**config.mk**
```make
export PLATFORM = sky130hd
export DESIGN_NAME = omr_sheet_loader_flat
export DESIGN_NICKNAME = d
export VERILOG_FILES = /design/src/rtl/omr_sheet_loader_if.sv /design/src/rtl/omr_sheet_loader.sv /design/src/flat_wrapper.sv
export SDC_FILE = /design/constraint.sdc
export NUM_CORES = 1
export LEC_CHECK = 0
export CAP_MARGIN = 20
export CORE_MARGIN = 3
export CORE_UTILIZATION = 43
export DETAILED_ROUTE_END_ITERATION = 12
export GPL_ROUTABILITY_DRIVEN = 0
export PLACE_DENSITY = 0.79
export SLEW_MARGIN = 10
export SYNTH_ARGS = -nofsm -noshare
export SYNTH_HDL_FRONTEND = slang
export SYNTH_SLANG_ARGS = --single-unit
```
**constraint.sdc**
```tcl
create_clock -name clk -period 2.31 [get_ports clk]
set_input_delay 0.3465 -clock clk [delete_from_list [all_inputs] [get_ports clk]]
set_output_delay 0.3465 -clock clk [all_outputs]
set_load 0.005 [all_outputs]
```
**src/rtl/omr_sheet_loader_if.sv**
```systemverilog
// Row/sheet handshake bundle between the OMR scan front end, the sheet loader and the scorer.
interface omr_sheet_loader_if;
   logic        sheet_start;
   logic        sheet_abort;
   logic        mark_valid;
   logic [3:0]  mark;
   logic        mark_ready;
   logic [3:0]  mark_index;
   logic [39:0] student_answers;
   logic [9:0]  bad_mask;
   logic [3:0]  blank_count;
   logic [3:0]  multi_count;
   logic        sheet_valid;
   logic        sheet_ack;

   modport master (
      output sheet_start, sheet_abort, mark_valid, mark, sheet_ack,
      input  mark_ready, mark_index, student_answers, bad_mask,
             blank_count, multi_count, sheet_valid
   );

   modport slave (
      input  sheet_start, sheet_abort, mark_valid, mark, sheet_ack,
      output mark_ready, mark_index, student_answers, bad_mask,
             blank_count, multi_count, sheet_valid
   );
endinterface

```
**src/rtl/omr_sheet_loader.sv**
```systemverilog
// Assembles ten 4-bit bubble rows into one 40-bit answer sheet and flags rows that are not one-hot.
//
// state      | meaning
// -----------+-----------------------------------------------------------
// ST_IDLE    | waiting for sheet_start; last sheet's data still visible
// ST_COLLECT | accepting rows 0..9; sheet_abort returns to ST_IDLE
// ST_DONE    | sheet complete and frozen until sheet_ack
module omr_sheet_loader (
   input logic               clk,
   input logic               reset_n,
   omr_sheet_loader_if.slave bus
);

   typedef enum logic [1:0] {
      ST_IDLE    = 2'd0,
      ST_COLLECT = 2'd1,
      ST_DONE    = 2'd2
   } state_t;

   state_t     state;
   logic [5:0] nib_hi;
   logic [3:0] bad_idx;
   logic [2:0] mark_pop;

   // Question 0 lives in the top nibble, so the write position counts down from bit 39.
   assign nib_hi   = 6'd39 - {bus.mark_index, 2'b00};
   assign bad_idx  = 4'd9 - bus.mark_index;
   assign mark_pop = {2'b00, bus.mark[0]} + {2'b00, bus.mark[1]}
                   + {2'b00, bus.mark[2]} + {2'b00, bus.mark[3]};

   always_ff @(posedge clk or negedge reset_n) begin
      if (!reset_n) begin
         state               <= ST_IDLE;
         bus.mark_ready      <= 1'b0;
         bus.mark_index      <= 4'd0;
         bus.student_answers <= 40'd0;
         bus.bad_mask        <= 10'd0;
         bus.blank_count     <= 4'd0;
         bus.multi_count     <= 4'd0;
         bus.sheet_valid     <= 1'b0;
      end else begin
         case (state)
            ST_IDLE: begin
               if (bus.sheet_start) begin
                  state               <= ST_COLLECT;
                  bus.mark_ready      <= 1'b1;
                  bus.mark_index      <= 4'd0;
                  bus.student_answers <= 40'd0;
                  bus.bad_mask        <= 10'd0;
                  bus.blank_count     <= 4'd0;
                  bus.multi_count     <= 4'd0;
               end
            end

            ST_COLLECT: begin
               // Abort takes priority so a row presented in the same cycle is never written.
               if (bus.sheet_abort) begin
                  state          <= ST_IDLE;
                  bus.mark_ready <= 1'b0;
               end else if (bus.mark_valid && bus.mark_ready) begin
                  bus.student_answers[nib_hi -: 4] <= bus.mark;
                  if (mark_pop == 3'd0) begin
                     bus.bad_mask[bad_idx] <= 1'b1;
                     bus.blank_count       <= bus.blank_count + 4'd1;
                  end else if (mark_pop != 3'd1) begin
                     bus.bad_mask[bad_idx] <= 1'b1;
                     bus.multi_count       <= bus.multi_count + 4'd1;
                  end
                  if (bus.mark_index == 4'd9) begin
                     state           <= ST_DONE;
                     bus.mark_index  <= 4'd0;
                     bus.mark_ready  <= 1'b0;
                     bus.sheet_valid <= 1'b1;
                  end else begin
                     bus.mark_index <= bus.mark_index + 4'd1;
                  end
               end
            end

            ST_DONE: begin
               if (bus.sheet_ack) begin
                  state           <= ST_IDLE;
                  bus.sheet_valid <= 1'b0;
               end
            end

            default: begin
               state           <= ST_IDLE;
               bus.mark_ready  <= 1'b0;
               bus.sheet_valid <= 1'b0;
            end
         endcase
      end
   end

endmodule

```
**src/flat_wrapper.sv**
```systemverilog
// flat-port wrapper written by rule: the top's interface ports become plain ports
module omr_sheet_loader_flat 
  (clk, reset_n, bus_sheet_start, bus_sheet_abort, bus_mark_valid, bus_mark, bus_sheet_ack, bus_mark_ready, bus_mark_index, bus_student_answers, bus_bad_mask, bus_blank_count, bus_multi_count, bus_sheet_valid);
  omr_sheet_loader_if bus_i ();
  input logic clk;
  input logic reset_n;
  input wire logic [$bits(bus_i.sheet_start)-1:0] bus_sheet_start;
  input wire logic [$bits(bus_i.sheet_abort)-1:0] bus_sheet_abort;
  input wire logic [$bits(bus_i.mark_valid)-1:0] bus_mark_valid;
  input wire logic [$bits(bus_i.mark)-1:0] bus_mark;
  input wire logic [$bits(bus_i.sheet_ack)-1:0] bus_sheet_ack;
  output wire logic [$bits(bus_i.mark_ready)-1:0] bus_mark_ready;
  output wire logic [$bits(bus_i.mark_index)-1:0] bus_mark_index;
  output wire logic [$bits(bus_i.student_answers)-1:0] bus_student_answers;
  output wire logic [$bits(bus_i.bad_mask)-1:0] bus_bad_mask;
  output wire logic [$bits(bus_i.blank_count)-1:0] bus_blank_count;
  output wire logic [$bits(bus_i.multi_count)-1:0] bus_multi_count;
  output wire logic [$bits(bus_i.sheet_valid)-1:0] bus_sheet_valid;
  assign bus_i.sheet_start = bus_sheet_start;
  assign bus_i.sheet_abort = bus_sheet_abort;
  assign bus_i.mark_valid = bus_mark_valid;
  assign bus_i.mark = bus_mark;
  assign bus_i.sheet_ack = bus_sheet_ack;
  assign bus_mark_ready = bus_i.mark_ready;
  assign bus_mark_index = bus_i.mark_index;
  assign bus_student_answers = bus_i.student_answers;
  assign bus_bad_mask = bus_i.bad_mask;
  assign bus_blank_count = bus_i.blank_count;
  assign bus_multi_count = bus_i.multi_count;
  assign bus_sheet_valid = bus_i.sheet_valid;
  omr_sheet_loader u_core (.clk(clk), .reset_n(reset_n), .bus(bus_i));
endmodule
```
# Yosys cells after proc, flatten, opt, wreduce, memory -nomap -nowiden

Cells that the tools add are included.

Bits in read-only memories: 0
RAM bits: 0
Output and inout bits: 64
Memories kept: 0
Bits of input ports: 10
Register bits after elaboration: 66
Latch bits: 0

Divide/modulo/power cells: 0
Multipliers: 0
Shift-type cells: 2
$add $sub $neg: 9
Multiplexer cells: 43
Reduce and logical (&&, ||, !) cells: 12
Bitwise gates (word level): 3
Magnitude comparators: 2
Equal/unequal tests: 15

Operator list:

| kind                                                 | number |
|---|---|
| 2-to-1 mux 40 bit                                    | 3 |
| one-hot mux 40 bit (2 select lines)                  | 1 |
| 2-to-1 mux 10 bit                                    | 5 |
| 2-to-1 mux 4 bit                                     | 11 |
| variable shift 4 x 8 -> 43 bit, first input constant | 1 |
| variable part select 4 x 8 -> 43 bit                 | 1 |
| bitwise mux 40 bit                                   | 1 |
| one-hot mux 4 bit (2 select lines)                   | 3 |
| one-hot mux 10 bit (2 select lines)                  | 1 |
| AND reduction 5 bit                                  | 3 |
| adder 4 x 1 -> 4 bit, second input constant          | 3 |
| AND reduction 4 bit                                  | 3 |
| 2-to-1 mux 2 bit                                     | 5 |
| bitwise OR 10 bit                                    | 1 |
| 2-to-1 mux 1 bit                                     | 9 |
| != test 2 x 1 -> 1 bit, second input constant        | 4 |
| != test 2 bit, second input constant                 | 4 |
| negation 6 -> 8 bit                                  | 1 |
| adder 3 x 1 -> 3 bit                                 | 2 |
| != test 3 x 1 -> 1 bit, second input constant        | 2 |
| != test 3 x 2 -> 1 bit, second input constant        | 2 |
| one-hot mux 1 bit (3 select lines)                   | 2 |
| one-hot mux 2 bit (3 select lines)                   | 1 |
| AND reduction 6 bit                                  | 1 |
| other kinds (14)                                     | 16 |

# Longest topological paths before layout

Depth after elaboration: 11
Depth in mapped cells: 9

# Worst setup path before layout

No wires, ideal clock.

Path type: input port to flip-flop
Start point: in bus_mark[3]
End point: reg u_core.bus.bad_mask[1]
Library setup time: 0.121 ns
Setup slack: 0.016 ns
Path buffers: 1
Stages: 9
Arrival time: 2.173 ns
Cell sequence: clkbuf_1 > inv_1 > fa_1 > inv_1 > ha_1 > or3_1 > o21ai_0 > nand2_1 > a22o_1

Word-level cells in the longest chain between the ends: 6

RTL lines:

| what                                | RTL line                  | text |
|---|---|---|
| start, declared                     | flat_wrapper.sv:10        | `input wire logic [$bits(bus_i.mark)-1:0] bus_mark;` |
| adder 3 x 1 -> 3 bit *              | omr_sheet_loader.sv:29    | `+ {2'b00, bus.mark[2]} + {2'b00, bus.mark[3]};` |
| logical NOT 3 bit                   | omr_sheet_loader.sv:62    | `if (mark_pop == 3'd0) begin` |
| 2-to-1 mux 10 bit                   | omr_sheet_loader.sv:62    |  |
| 2-to-1 mux 10 bit                   | omr_sheet_loader.sv:60    | `end else if (bus.mark_valid && bus.mark_ready) begin` |
| 2-to-1 mux 10 bit                   | omr_sheet_loader.sv:57    | `if (bus.sheet_abort) begin` |
| one-hot mux 10 bit (2 select lines) | omr_sheet_loader.sv:42    | `case (state)` |
| end signal, assigned                | omr_sheet_loader.sv:49    | `bus.bad_mask <= 10'd0;` |
| end signal, assigned by index       | omr_sheet_loader.sv:63    | `bus.bad_mask[bad_idx] <= 1'b1;` |
| end signal, assigned by index       | omr_sheet_loader.sv:66    | `bus.bad_mask[bad_idx] <= 1'b1;` |
| end, declared                       | omr_sheet_loader_if.sv:24 | `output mark_ready, mark_index, student_answers, bad_mask,` |

Mark *: on every way between the ends. The rest lies on a longest branch, timed or not. The select of a mux whose other input is x is not followed.
A chain may end at the register's enable or synchronous reset.

# Final worst setup path

Start point: in bus_mark[3]
End point: reg u_core.bus.multi_count[3] (netlist bit)

Word-level cells in the longest chain between the ends: 4

RTL lines:

| what                                                              | RTL line                                       | text |
|---|---|---|
| adder 3 x 1 -> 3 bit *                                            | omr_sheet_loader.sv:29                         |  |
| != test 3 x 1 -> 1 bit or logical NOT 3 bit (tied branches)       | omr_sheet_loader.sv:65, omr_sheet_loader.sv:62 |  |
| != test 2 x 1 -> 1 bit (no line) or != test 2 bit (tied branches) | n/a                                            |  |
| AND reduction 6 bit (no line) *                                   | n/a                                            |  |
| end signal, assigned                                              | omr_sheet_loader.sv:67                         | `bus.multi_count <= bus.multi_count + 4'd1;` |
| end, declared                                                     | omr_sheet_loader_if.sv:25                      | `blank_count, multi_count, sheet_valid` |

Mark *: on every way between the ends. The rest lies on a longest branch, timed or not.

==> flow_summary.ini <==
[worst_hold_path]
hold_path_class = input pin to register

[floorplan]
rows = 30
io_pins = 74
dieArea_sq_um = 8490
die_w_um = 92.1
start_util_pct = 45.7
coreArea_sq_um = 6980
die_h_um = 92.1

[clock_tree]
numCtsBuffers = 9
path_clk_slew_ps = 70
cts_tree = yes
htreeDepth = 3
cts.sinks = 66
clock_latency_ps = 360
clockBufferDepth = 2
cts_root_buf = clkbuf_8

[placed_design]
dp.cells = 470
dp_hpwl_um = 6120
post-place-ws_ps = -532
placed_area_sq_um = 4110
io_buffer_count = 73

[finish]
final_cell_mix = clkdlybuf4s50_1, dfrtp_1, nand2_1, a22o_1
drive_above_1_share_pct = 16.4
regArea_sq_um = 1650
syn_to_final_growth_pct = 39.1
fillerInstances = 552
finish.instance_area_sq_um = 4440
final_nets = 407
diodes = 0
final_cells = 487
multi_input_area_sq_um = 1510
final_common_cell = clkdlybuf4s50_1

[worst_setup_path]
crit_path_start_kind = input pin
path_class = input pin to register
cp.required_ps = 2580
cp_data_arrival_time_ps = 2480
critPathCaptureType = register
critPathMaxFanout = 3
ff2ff_setup_slack_ps = 230

[run]
cap_violations = 0

[synthesis]
postSynthAreaPerCell_sq_um = 10.8
synth_nets = 317
synth_warnings = 0
synth-simple-area-share_pct = 17.1
ys_ff_latch = 66
synth_mux_area_share_pct = 5.65
synth_cell_types = 49
synth_top_family_by_area = simple AND/OR/NAND/NOR gates
synth_seq_area_share_pct = 51.8
yosys.area_share.xor_xnor_pct = 1.29
syn_area_sq_um = 3190
synthCells = 296
synth-compound-area-share_pct = 16.5
synthAdderAreaFrac_pct = 4.55

[sta]
setup_slack_ps = 104
rsz0062_at_grt = false
fin_setup_tns_ps = 0
fin_crit_sh_pct = 95.5
hold_viol = 0
worst_slew_pin_slew_ps = 543
slew_viol_final = 0
fin_skew_ps = 8.28
clock.fmax_mhz = 453
slew_headroom_pct = 63.8
setup_viol = 0
min_period_ps = 2210

[pwr]
p_clk_share_pct = 29.4
vdd_drop_max_mv = 0.408
internal_power_mw = 2.66
swShare_pct = 33.7
powerDensity_nw_per_um2 = 904
p_comb_share_pct = 34.8
sequentialPowerShare_pct = 35.8
leakage_nw = 1.91
finalPower_mw = 4.01
switchingPower_mw = 1.35

[drt]
wirelength_um = 8350
dr.pass1.iters = 4
drt_iter0_markers = 164
drt-met1-wl_um = 3740
met3_length_um = 421
viasPerCell = 5.52
vias = 2689
wl_per_cell_um = 17.1
maxUsedRoutingLayer = met4
wl_met2_um = 3970
drtAntennaViolNets = 0
drc = 0

[grt]
grt_max_degree = 36
grt_usage_pct = 20.6
grt_pass1_wl_um = 13500
grt-ovfl-total = 0
antenna_found_initial = 0
grt_pass1_vias = 2588

[outcome]
status = completed
[path summary, 6_finish.rpt]
path                                                       end  depth (start not counted)                       from
worst max-delay path                 u_core.bus.multi_count[3]                         10                bus_mark[3]
worst min-delay path            u_core.bus.student_answers[24]                          3                bus_mark[0]
worst max register to register  u_core.bus.student_answers[34]                          5   u_core.bus.mark_index[2]
worst min register to register       u_core.bus.blank_count[3]                          1  u_core.bus.blank_count[3]
max in group asynchronous            u_core.bus.multi_count[0]                          3                    reset_n
min in group asynchronous       u_core.bus.student_answers[35]                          2                    reset_n
[power groups by stage]
stage	logic (mW)	clock network, mW	registers [mW]
detailed placement	1.34	0	1.45
global route	1.51	1.24	1.45
finish	1.39	1.18	1.44
global placement	1.30	0	1.44
floorplan	0.749	0	1.44
CTS	1.37	1.20	1.43
[flip-flops by register name, indices dropped and copies added, names as in the netlist]
signal and flops:
u_core.bus.mark_index 4, u_core.bus.multi_count 4, u_core.state 2, u_core.bus.blank_count 4, u_core.bus.mark_ready 1, u_core.bus.student_answers 40, u_core.bus.sheet_valid 1, u_core.bus.bad_mask 10
[kinds of logic (layout without fill, tap and decap cells)]
kind of cell             count (synthesis)  after routing
AND/OR/NAND/NOR                        104            104
AO/OA/AOI/OAI                           71             71
flip-flops                              66             66
buffers and inverters                   23            118
multiplexers                            18             18
adder cells (fa/ha/maj)                 11             11
XOR/XNOR                                 3              3
[what timing repair did]
action                                 4_1_cts  5_1_grt
pin swaps                                    4        6
setup buffers                                0        0
setup endpoints to repair                   13       12
endpoints found under the hold margin       23        0
resized for setup                           12        7
hold buffers                                 1        0
[worst max-delay path, cell delays in order]
cell and delay (ps):
clkdlybuf4s50_1 550, inv_1 90, fa_1 400, inv_2 70, ha_4 200, buf_4 130
or2_4 250, o2111ai_4 190, o21ai_1 100, a21oi_1 140
[Yosys cell counts, drive strengths merged]
library cell | instances | share of area (%)
dfrtp | 66 | 52
nand2 | 42 | 4.9
o21ai | 23 | 3.6
a22o | 20 | 5.5
nor2 | 19 | 2.3
mux2i | 18 | 5.6
nand3 | 14 | 2.2
ha | 10 | 3.9
inv | 10 | 1.2
a21oi | 9 | 1.8
clkbuf | 9 | 1.1
a31oi | 5 | 1.4
nor3 | 5 | 2.2
buf | 4 | 0.86
a211oi | 3 | 1.3
a32o | 3 | 0.94
and3 | 3 | 0.59
nand2b | 3 | 0.59
nand4 | 3 | 0.59
or3 | 3 | 0.59
and2 | 2 | 0.47
nor2b | 2 | 0.39
o2111ai | 2 | 0.55
o211ai | 2 | 0.47
or2 | 2 | 0.39
or3b | 2 | 0.63
xnor2 | 2 | 0.78
a211o | 1 | 0.27
a311o | 1 | 0.31
and4b | 1 | 0.31
fa | 1 | 0.63
nand4b | 1 | 0.47
nor3b | 1 | 0.24
o221ai | 1 | 0.27
o31ai | 1 | 0.24
or4 | 1 | 0.24
xor2 | 1 | 0.51
[cell type report]
| type | instances | area share (%) |
|---|---|---|
| clock buffers | 9 | 2.79 |
| clock inverters | 7 | 2.65 |
| inverters | 10 | 0.846 |
| multi-input cells | 207 | 34.1 |
| flip-flops and latches | 66 | 37.2 |
| well taps | 96 | 2.71 |
| repair buffers | 92 | 19.7 |
[stage by stage]
step	hold slack, ps	utilization (%)
finish	459	63.6
global placement	355	58.9
global route	465	63.6
detailed placement	367	58.9
floorplan	50.9	-
CTS	492	63.2
[routing by layer]
metal / vias up / track usage [%]
li1: 1245 / -
met1: 1327 / 28.0
met2: 100 / 31.3
met3: 17 / 4.51
met4: 0 / 9.65
met5: - / 0
(Power assumes the default switching activity.)
